### src/rtl/cmp_seq_arb_if.sv
// Bus bundle between two compare requesters, the result consumer and the
// shared 8-bit cascaded comparator. The slave view belongs to the sequencer.
interface cmp_seq_arb_if #(
  parameter int WIDTH = 32
);
  logic             req0_valid;
  logic             req0_ready;
  logic [WIDTH-1:0] req0_a;
  logic [WIDTH-1:0] req0_b;
  logic             req0_signed;
  logic             req1_valid;
  logic             req1_ready;
  logic [WIDTH-1:0] req1_a;
  logic [WIDTH-1:0] req1_b;
  logic             req1_signed;
  logic             rsp_valid;
  logic             rsp_ready;
  logic             rsp_id;
  logic             rsp_eq;
  logic             rsp_gt;
  logic             rsp_lt;
  logic [7:0]       cmp_a;
  logic [7:0]       cmp_b;
  logic             cmp_eq_in;
  logic             cmp_gt_in;
  logic             cmp_eq_out;
  logic             cmp_gt_out;

  modport slave (
    input  req0_valid, req0_a, req0_b, req0_signed,
    output req0_ready,
    input  req1_valid, req1_a, req1_b, req1_signed,
    output req1_ready,
    output rsp_valid, rsp_id, rsp_eq, rsp_gt, rsp_lt,
    input  rsp_ready,
    output cmp_a, cmp_b, cmp_eq_in, cmp_gt_in,
    input  cmp_eq_out, cmp_gt_out
  );

  modport master (
    output req0_valid, req0_a, req0_b, req0_signed,
    input  req0_ready,
    output req1_valid, req1_a, req1_b, req1_signed,
    input  req1_ready,
    input  rsp_valid, rsp_id, rsp_eq, rsp_gt, rsp_lt,
    output rsp_ready,
    input  cmp_a, cmp_b, cmp_eq_in, cmp_gt_in,
    output cmp_eq_out, cmp_gt_out
  );
endinterface

### src/rtl/cmp_seq_arb.sv
// Round-robin sequencer for the shared 8-bit cascaded comparator. A granted
// WIDTH-bit compare is fed one slice per cycle, MSB first, stopping at the
// first differing slice; the result is held until the consumer takes it.
module cmp_seq_arb #(
  parameter int WIDTH = 32
) (
  input logic          clock,
  input logic          resetn,
  cmp_seq_arb_if.slave bus
);
  localparam int NSLICE = WIDTH / 8;
  localparam int CNT_W  = (NSLICE > 1) ? $clog2(NSLICE) : 1;
  localparam logic [CNT_W-1:0] CNT_TOP = CNT_W'(NSLICE - 1);

  typedef enum logic [1:0] {IDLE, RUN, DONE} state_t;

  state_t           state;
  logic [CNT_W-1:0] cnt;
  logic             eq_acc;
  logic             gt_acc;
  logic             ptr;      // 1 = requester 1 wins a tie
  logic             id_q;
  logic [WIDTH-1:0] a_q;
  logic [WIDTH-1:0] b_q;
  logic             sgn_q;
  logic             gnt0;
  logic             gnt1;
  logic             msb_flip;

  // Select slice idx of v; flip inverts bit 7 so an unsigned compare of the
  // MSB slice yields two's-complement order.
  function automatic logic [7:0] slice_of(input logic [WIDTH-1:0] v,
                                          input logic [CNT_W-1:0] idx,
                                          input logic flip);
    logic [WIDTH-1:0] sh;
    sh = v >> {idx, 3'b000};
    return sh[7:0] ^ {flip, 7'b0};
  endfunction

  // Arbitration: only in IDLE and out of reset; the pointer breaks ties.
  always_comb begin
    gnt0 = resetn && (state == IDLE) && bus.req0_valid && (!bus.req1_valid || !ptr);
    gnt1 = resetn && (state == IDLE) && bus.req1_valid && (!bus.req0_valid || ptr);
    bus.req0_ready = gnt0;
    bus.req1_ready = gnt1;
  end

  // Comparator drive: the current latched slice and cascade inputs while running.
  always_comb begin
    msb_flip      = sgn_q && (cnt == CNT_TOP);
    bus.cmp_a     = '0;
    bus.cmp_b     = '0;
    bus.cmp_eq_in = 1'b0;
    bus.cmp_gt_in = 1'b0;
    if (state == RUN) begin
      bus.cmp_a     = slice_of(a_q, cnt, msb_flip);
      bus.cmp_b     = slice_of(b_q, cnt, msb_flip);
      bus.cmp_eq_in = eq_acc;
      bus.cmp_gt_in = gt_acc;
    end
  end

  // Operand capture on acceptance; requesters are free to change them afterwards.
  always_ff @(posedge clock) begin
    if (gnt0 || gnt1) begin
      a_q   <= gnt1 ? bus.req1_a      : bus.req0_a;
      b_q   <= gnt1 ? bus.req1_b      : bus.req0_b;
      sgn_q <= gnt1 ? bus.req1_signed : bus.req0_signed;
    end
  end

  // Sequencer FSM: accept, walk slices MSB first, hold result until taken.
  always_ff @(posedge clock or negedge resetn) begin
    if (!resetn) begin
      state         <= IDLE;
      cnt           <= CNT_TOP;
      eq_acc        <= 1'b1;
      gt_acc        <= 1'b0;
      ptr           <= 1'b0;
      id_q          <= 1'b0;
      bus.rsp_valid <= 1'b0;
      bus.rsp_id    <= 1'b0;
      bus.rsp_eq    <= 1'b0;
      bus.rsp_gt    <= 1'b0;
      bus.rsp_lt    <= 1'b0;
    end else begin
      case (state)
        IDLE: begin
          if (gnt0 || gnt1) begin
            id_q   <= gnt1;
            ptr    <= !gnt1;
            eq_acc <= 1'b1;
            gt_acc <= 1'b0;
            cnt    <= CNT_TOP;
            state  <= RUN;
          end
        end
        RUN: begin
          eq_acc <= bus.cmp_eq_out;
          gt_acc <= bus.cmp_gt_out;
          if (!bus.cmp_eq_out || (cnt == '0)) begin
            state         <= DONE;
            bus.rsp_valid <= 1'b1;
            bus.rsp_id    <= id_q;
            bus.rsp_eq    <= bus.cmp_eq_out;
            bus.rsp_gt    <= bus.cmp_gt_out;
            bus.rsp_lt    <= !bus.cmp_eq_out && !bus.cmp_gt_out;
          end else begin
            cnt <= cnt - 1'b1;
          end
        end
        DONE: begin
          if (bus.rsp_ready) begin
            state         <= IDLE;
            bus.rsp_valid <= 1'b0;
            bus.rsp_id    <= 1'b0;
            bus.rsp_eq    <= 1'b0;
            bus.rsp_gt    <= 1'b0;
            bus.rsp_lt    <= 1'b0;
          end
        end
        default: state <= IDLE;
      endcase
    end
  end
endmodule
### src/flat_wrapper.sv
// flat-port wrapper written by rule: the top's interface ports become plain ports
module cmp_seq_arb_flat 
#(
  parameter int WIDTH = 32
)
  (clock, resetn, bus_req0_valid, bus_req0_a, bus_req0_b, bus_req0_signed, bus_req0_ready, bus_req1_valid, bus_req1_a, bus_req1_b, bus_req1_signed, bus_req1_ready, bus_rsp_valid, bus_rsp_id, bus_rsp_eq, bus_rsp_gt, bus_rsp_lt, bus_rsp_ready, bus_cmp_a, bus_cmp_b, bus_cmp_eq_in, bus_cmp_gt_in, bus_cmp_eq_out, bus_cmp_gt_out);
  cmp_seq_arb_if #(.WIDTH(WIDTH)) bus_i ();
  input logic clock;
  input logic resetn;
  input wire logic [$bits(bus_i.req0_valid)-1:0] bus_req0_valid;
  input wire logic [$bits(bus_i.req0_a)-1:0] bus_req0_a;
  input wire logic [$bits(bus_i.req0_b)-1:0] bus_req0_b;
  input wire logic [$bits(bus_i.req0_signed)-1:0] bus_req0_signed;
  output wire logic [$bits(bus_i.req0_ready)-1:0] bus_req0_ready;
  input wire logic [$bits(bus_i.req1_valid)-1:0] bus_req1_valid;
  input wire logic [$bits(bus_i.req1_a)-1:0] bus_req1_a;
  input wire logic [$bits(bus_i.req1_b)-1:0] bus_req1_b;
  input wire logic [$bits(bus_i.req1_signed)-1:0] bus_req1_signed;
  output wire logic [$bits(bus_i.req1_ready)-1:0] bus_req1_ready;
  output wire logic [$bits(bus_i.rsp_valid)-1:0] bus_rsp_valid;
  output wire logic [$bits(bus_i.rsp_id)-1:0] bus_rsp_id;
  output wire logic [$bits(bus_i.rsp_eq)-1:0] bus_rsp_eq;
  output wire logic [$bits(bus_i.rsp_gt)-1:0] bus_rsp_gt;
  output wire logic [$bits(bus_i.rsp_lt)-1:0] bus_rsp_lt;
  input wire logic [$bits(bus_i.rsp_ready)-1:0] bus_rsp_ready;
  output wire logic [$bits(bus_i.cmp_a)-1:0] bus_cmp_a;
  output wire logic [$bits(bus_i.cmp_b)-1:0] bus_cmp_b;
  output wire logic [$bits(bus_i.cmp_eq_in)-1:0] bus_cmp_eq_in;
  output wire logic [$bits(bus_i.cmp_gt_in)-1:0] bus_cmp_gt_in;
  input wire logic [$bits(bus_i.cmp_eq_out)-1:0] bus_cmp_eq_out;
  input wire logic [$bits(bus_i.cmp_gt_out)-1:0] bus_cmp_gt_out;
  assign bus_i.req0_valid = bus_req0_valid;
  assign bus_i.req0_a = bus_req0_a;
  assign bus_i.req0_b = bus_req0_b;
  assign bus_i.req0_signed = bus_req0_signed;
  assign bus_req0_ready = bus_i.req0_ready;
  assign bus_i.req1_valid = bus_req1_valid;
  assign bus_i.req1_a = bus_req1_a;
  assign bus_i.req1_b = bus_req1_b;
  assign bus_i.req1_signed = bus_req1_signed;
  assign bus_req1_ready = bus_i.req1_ready;
  assign bus_rsp_valid = bus_i.rsp_valid;
  assign bus_rsp_id = bus_i.rsp_id;
  assign bus_rsp_eq = bus_i.rsp_eq;
  assign bus_rsp_gt = bus_i.rsp_gt;
  assign bus_rsp_lt = bus_i.rsp_lt;
  assign bus_i.rsp_ready = bus_rsp_ready;
  assign bus_cmp_a = bus_i.cmp_a;
  assign bus_cmp_b = bus_i.cmp_b;
  assign bus_cmp_eq_in = bus_i.cmp_eq_in;
  assign bus_cmp_gt_in = bus_i.cmp_gt_in;
  assign bus_i.cmp_eq_out = bus_cmp_eq_out;
  assign bus_i.cmp_gt_out = bus_cmp_gt_out;
  cmp_seq_arb #(.WIDTH(WIDTH)) u_core (.clock(clock), .resetn(resetn), .bus(bus_i));
endmodule
### config.mk
export PLATFORM = sky130hd
export DESIGN_NAME = cmp_seq_arb_flat
export DESIGN_NICKNAME = d
export VERILOG_FILES = /design/src/rtl/cmp_seq_arb_if.sv /design/src/rtl/cmp_seq_arb.sv /design/src/flat_wrapper.sv
export SDC_FILE = /design/constraint.sdc
export NUM_CORES = 1
export LEC_CHECK = 0
export BUFFER_PORTS_ARGS = -buffer_cell sky130_fd_sc_hd__buf_2
export CAP_MARGIN = 40
export CORE_UTILIZATION = 49
export CTS_CLUSTER_DIAMETER = 150
export DETAILED_ROUTE_END_ITERATION = 16
export PLACE_DENSITY = 0.81
export SETUP_SLACK_MARGIN = 0.02
export SLEW_MARGIN = 20
export SYNTH_ARGS = -nofsm -noshare
export SYNTH_HDL_FRONTEND = slang
export SYNTH_SLANG_ARGS = --single-unit
### constraint.sdc
create_clock -name clock -period 3.4 [get_ports clock]
set_clock_uncertainty 0.05 [all_clocks]
set_input_delay 0.68 -clock clock [delete_from_list [all_inputs] [get_ports clock]]
set_output_delay 0.68 -clock clock [all_outputs]
set_load 0.005 [all_outputs]
# Yosys cells after proc, flatten, opt, wreduce, memory -nomap -nowiden
# Index checks and enable logic that the tools add are counted.
# classes
magnitude_cmp,0
n_shift,2
addsub,1
n_eq_ne,7
n_reduce_logical,26
mul,0
div,0
mux,29
bitwise,2
# ops
op,n
32-bit two-way mux,2
32-bit by 5-bit >> shifter with 8-bit output,2
8-bit two-way mux,2
8-bit bitwise XOR,2
1-bit one-hot mux with 2 select lines,7
1-bit two-way mux,11
2-bit two-way mux,5
3-bit AND reduction,3
"2-bit inequality test, second input constant",4
1-bit logical AND,7
1-bit zero test,6
2-bit one-hot mux with 3 select lines,1
"2-bit equality test, second input constant",2
2-bit zero test,2
1-bit logical OR,4
2-bit one-hot mux with 2 select lines,1
2-bit AND reduction,2
2-bit nonzero test,2
"2-bit by 1-bit equality test with 1-bit output, second input constant",1
"2-bit by 1-bit subtractor with 2-bit output, second input constant",1
# totals
n_memories,0
output_inout_bits,25
latch_bits,0
ram_bits,0
wordCells,81
in_bits,137
rom_bits,0
ff_bits,78

# Logic depth before layout (Yosys ltp)
# logic_depth
ltp_word,7
mapped_depth,7
depth_no_buf,5

# Worst setup path after synthesis
# No wires, ideal clock.
# synth_path
kind,in2reg
start,input resetn
end,"register u_core.a_q[0], enable pin"
required_time_ps,2931
path_slack_ps,650
path_stages,3
path_buffers,0
arrival_time_ps,2281
cell_sequence,nor3b_4 nand2_1 inv_1
# synth_between
elab_chain_len,4
word_cells_on_any_way,6
classes_between,6 x reduce/logical
# synth_lines
element,line,source
"start, declared",flat_wrapper.sv:9,input logic resetn;
1-bit logical AND *,"cmp_seq_arb.sv:42, cmp_seq_arb.sv:43",
"1-bit logical AND, on equally long branches (2 in a row)","cmp_seq_arb.sv:42, cmp_seq_arb.sv:43",
1-bit logical OR *,cmp_seq_arb.sv:65,if (gnt0 || gnt1) begin
"end signal, assigned",cmp_seq_arb.sv:66,a_q <= gnt1 ? bus.req1_a : bus.req0_a;
"end, declared",cmp_seq_arb.sv:23,logic [WIDTH-1:0] a_q;
# Mark *: on every way between the ends. The rest lies on a longest branch, timed or not.
# A chain may end at the register's enable or synchronous reset.

# Final worst setup path
# layout_path
start,register u_core.cnt[0]
end,output bus_cmp_b[4]
# layout_between
elab_chain_len,3
# layout_lines
element,line,source
"start, declared",cmp_seq_arb.sv:18,logic [CNT_W-1:0] cnt;
"start signal, assigned",cmp_seq_arb.sv:109,cnt <= cnt - 1'b1;
32-bit by 5-bit >> shifter with 8-bit output,cmp_seq_arb.sv:36,"sh = v >> {idx, 3'b000};"
8-bit bitwise XOR,cmp_seq_arb.sv:37,"return sh[7:0] ^ {flip, 7'b0};"
8-bit two-way mux,cmp_seq_arb.sv:55,if (state == RUN) begin
"end, declared",flat_wrapper.sv:27,output wire logic [$bits(bus_i.cmp_b)-1:0] bus_cmp_b;
# No other way between the ends.

==> impl_metrics.yaml <==
status:
  status: "finished clean"
critical_path:
  critPathMaxFanout: 16
  worstPathArrival_ps: 2250
  endpoint_kind: "output port"
  worstSetupStartpointType: "flop"
  worstPathRequired_ps: 2670
  worstSetupPathType: "reg2out"
placement:
  dp_hpwl_um: 5960
  gp_congestion: 0.798
  dp_slack_ps: 720
  portBuffers: 161
yosys:
  syn_area_per_cell_um2: 16.7
  synth_top_area_cell: "edfxtp_1"
  yosysSeqAreaShare: 0.571
  synth.top_cell.area_share: 0.489
  synth_ff_type: "edfxtp_1"
  synthTopCellsByArea: "edfxtp_1 (49%), mux2_4 (11%), mux2_2 (10%), mux4_2 (9.0%), dfrtp_1 (6.3%)"
  yosys_warnings: 0
  synth-edff-count: 65
  synth_cells: 239
  synth.distinct_cells: 34
  syn_area_mm2: 0.00399
  synthArstFlopShare: 0.167
  synth_seq_cells: 78
  syn_nets: 378
grt:
  grt_pass1_vias: 2576
  grt_pass1_wl_um: 12500
  grt-ovfl-total: 0
  antenna_found_initial: 0
  grt.total_usage: 0.193
  grt_max_degree: 49
floorplanning:
  io_pins: 162
  chipHeight_um: 92.3
  row_count: 32
  start_util: 0.512
  dieArea_mm2: 0.00852
  core-area_mm2: 0.00781
  die_w_um: 92.3
pwr:
  p_leak_nw: 2.31
  peakVddDrop_mv: 0.432
  p_per_area_mw_per_mm2: 625
finish:
  drive_gt1_frac: 0.655
  area_growth_pct: 26.6
  diodes: 0
  nets: 543
sta:
  hold_viol_final: 0
  finalSetupTns_ps: 0
  finalCritPeriodShare: 0.878
  setup_violations: 0
  setup_ws_ps: 415
  fmax_ghz: 0.335
  slew_headroom: 0.556
  finalCriticalPeriod_ps: 2980
  rsz0062_at_grt: "no"
  tightest_slew_ps: 667
  final_max_slew_viol_count: 0
routing:
  viasPerCell: 5.10
  remaining_drc_errors: 0
  ant_nets: 0
  drt_iter0_drc: 117
  drt_pass1_iterations: 4
  vias: 2604
  wirelength_um: 7930
  drt-wirelength-per-cell_um: 15.5
cts:
  post_cts_buffers: 0
  clkSlewWorstSetupHoldPaths_ps: 80
  ctsHoldBuffers: 0
  tritoncts: "built"
  cts.repair.resized: 0
  worstSkewPairLatency_ps: 330
  cts_max_level: 3
  cts_buffer_depth: 2
  clock-sinks: 78
  cts_made_buffers: 9
  cts-root-buf: "clkbuf_8"
flow_run:
  cap_violations: 0
worst_hold_path:
  hold_path.class: "in2async"
-- routing by layer --
metal | GRT usage | vias up | wire (µm)
li1 | - | 1246 | -
met1 | 0.247 | 1273 | 3230
met2 | 0.330 | 81 | 4280
met3 | 0.0332 | 4 | 339
met4 | 0.0716 | 0 | 72
met5 | 0 | - | 0
-- layout by cell type (no fill, tap or decap), types with 5 or more instances in the layout --
master    Yosys  layout
clkbuf_8      0       9
edfxtp_1     65      65
inv_1         8       7
buf_4         1       5
mux2_2       37      37
buf_2         6     161
clkbuf_1      1       5
mux2_4       28      28
nor2_1        6       6
nand2_1       6       6
and2_1       15      15
mux4_2       16      16
dfrtp_1      10      10
-- Yosys cell counts, drive strengths merged, types with 3 or more instances --
cell and number:
a21o 4, a21oi 3, a22o 4, and2 15, buf 12, dfrtp 10
dfstp 3, edfxtp 65, inv 8, mux2 65, mux4 16, nand2 6
nor2 6
-- final cells by class --
cell class,instances,area (µm²)
clock buffers,14,143
clock inverters,2,10.0
fillers,572,2750
inverters,8,30.0
multi-input cells,140,1600
flip-flops and latches,78,2280
well taps,102,128
repair buffers,167,863
-- kinds of logic after synthesis --
logic type	Yosys count	synth area share
compound gates	18	0.0326
xor+xnor	2	0.00439
mux	81	0.300
fa+ha+maj	2	0.00626
buf+inv	21	0.0301
simple gates	37	0.0558
flops	78	0.571
-- final timing paths --
path	slack, ps	startpoint	endpoint	cells after the start
min reg2reg	430	u_core.bus.rsp_lt	u_core.bus.rsp_lt	1
min in group clock	430	u_core.bus.rsp_lt	u_core.bus.rsp_lt	1
max reg2reg	1230	u_core.cnt[0]	u_core.bus.rsp_id	6
max	420	u_core.cnt[0]	bus_cmp_b[4]	4
max in group asynchronous	2820	resetn	u_core.cnt[0]	1
min	180	resetn	u_core.bus.rsp_gt	1
-- critical path: stages, from the launching register on --
cell and delay (ps):
dfstp_2 890, buf_4 250, mux4_2 490, and2_1 180, buf_2 120
-- flip-flops by register name (all words and copies together), names as in the netlist, 2 cells and up --
signal        flops
u_core.a_q       32
u_core.cnt        2
u_core.state      2
u_core.b_q       32
-- where the power goes --
part,switching (W),internal (W)
clock,0.000307,0.000265
sequential,0.000160,0.00134
combinational,0.000466,0.000623
-- metrics by stage --
step	instances	power [W]	hold WS [ps]	area [µm²]	utilization
detailed placement	495	0.00263	415	4900	0.628
finish	511	0.00316	183	5050	0.647
CTS	511	0.00320	176	5050	0.647
global route	511	0.00334	183	5050	0.647
floorplan	239	0.00225	334	3990	-
global placement	495	0.00259	405	4900	0.628
(Power assumes the default switching activity.)
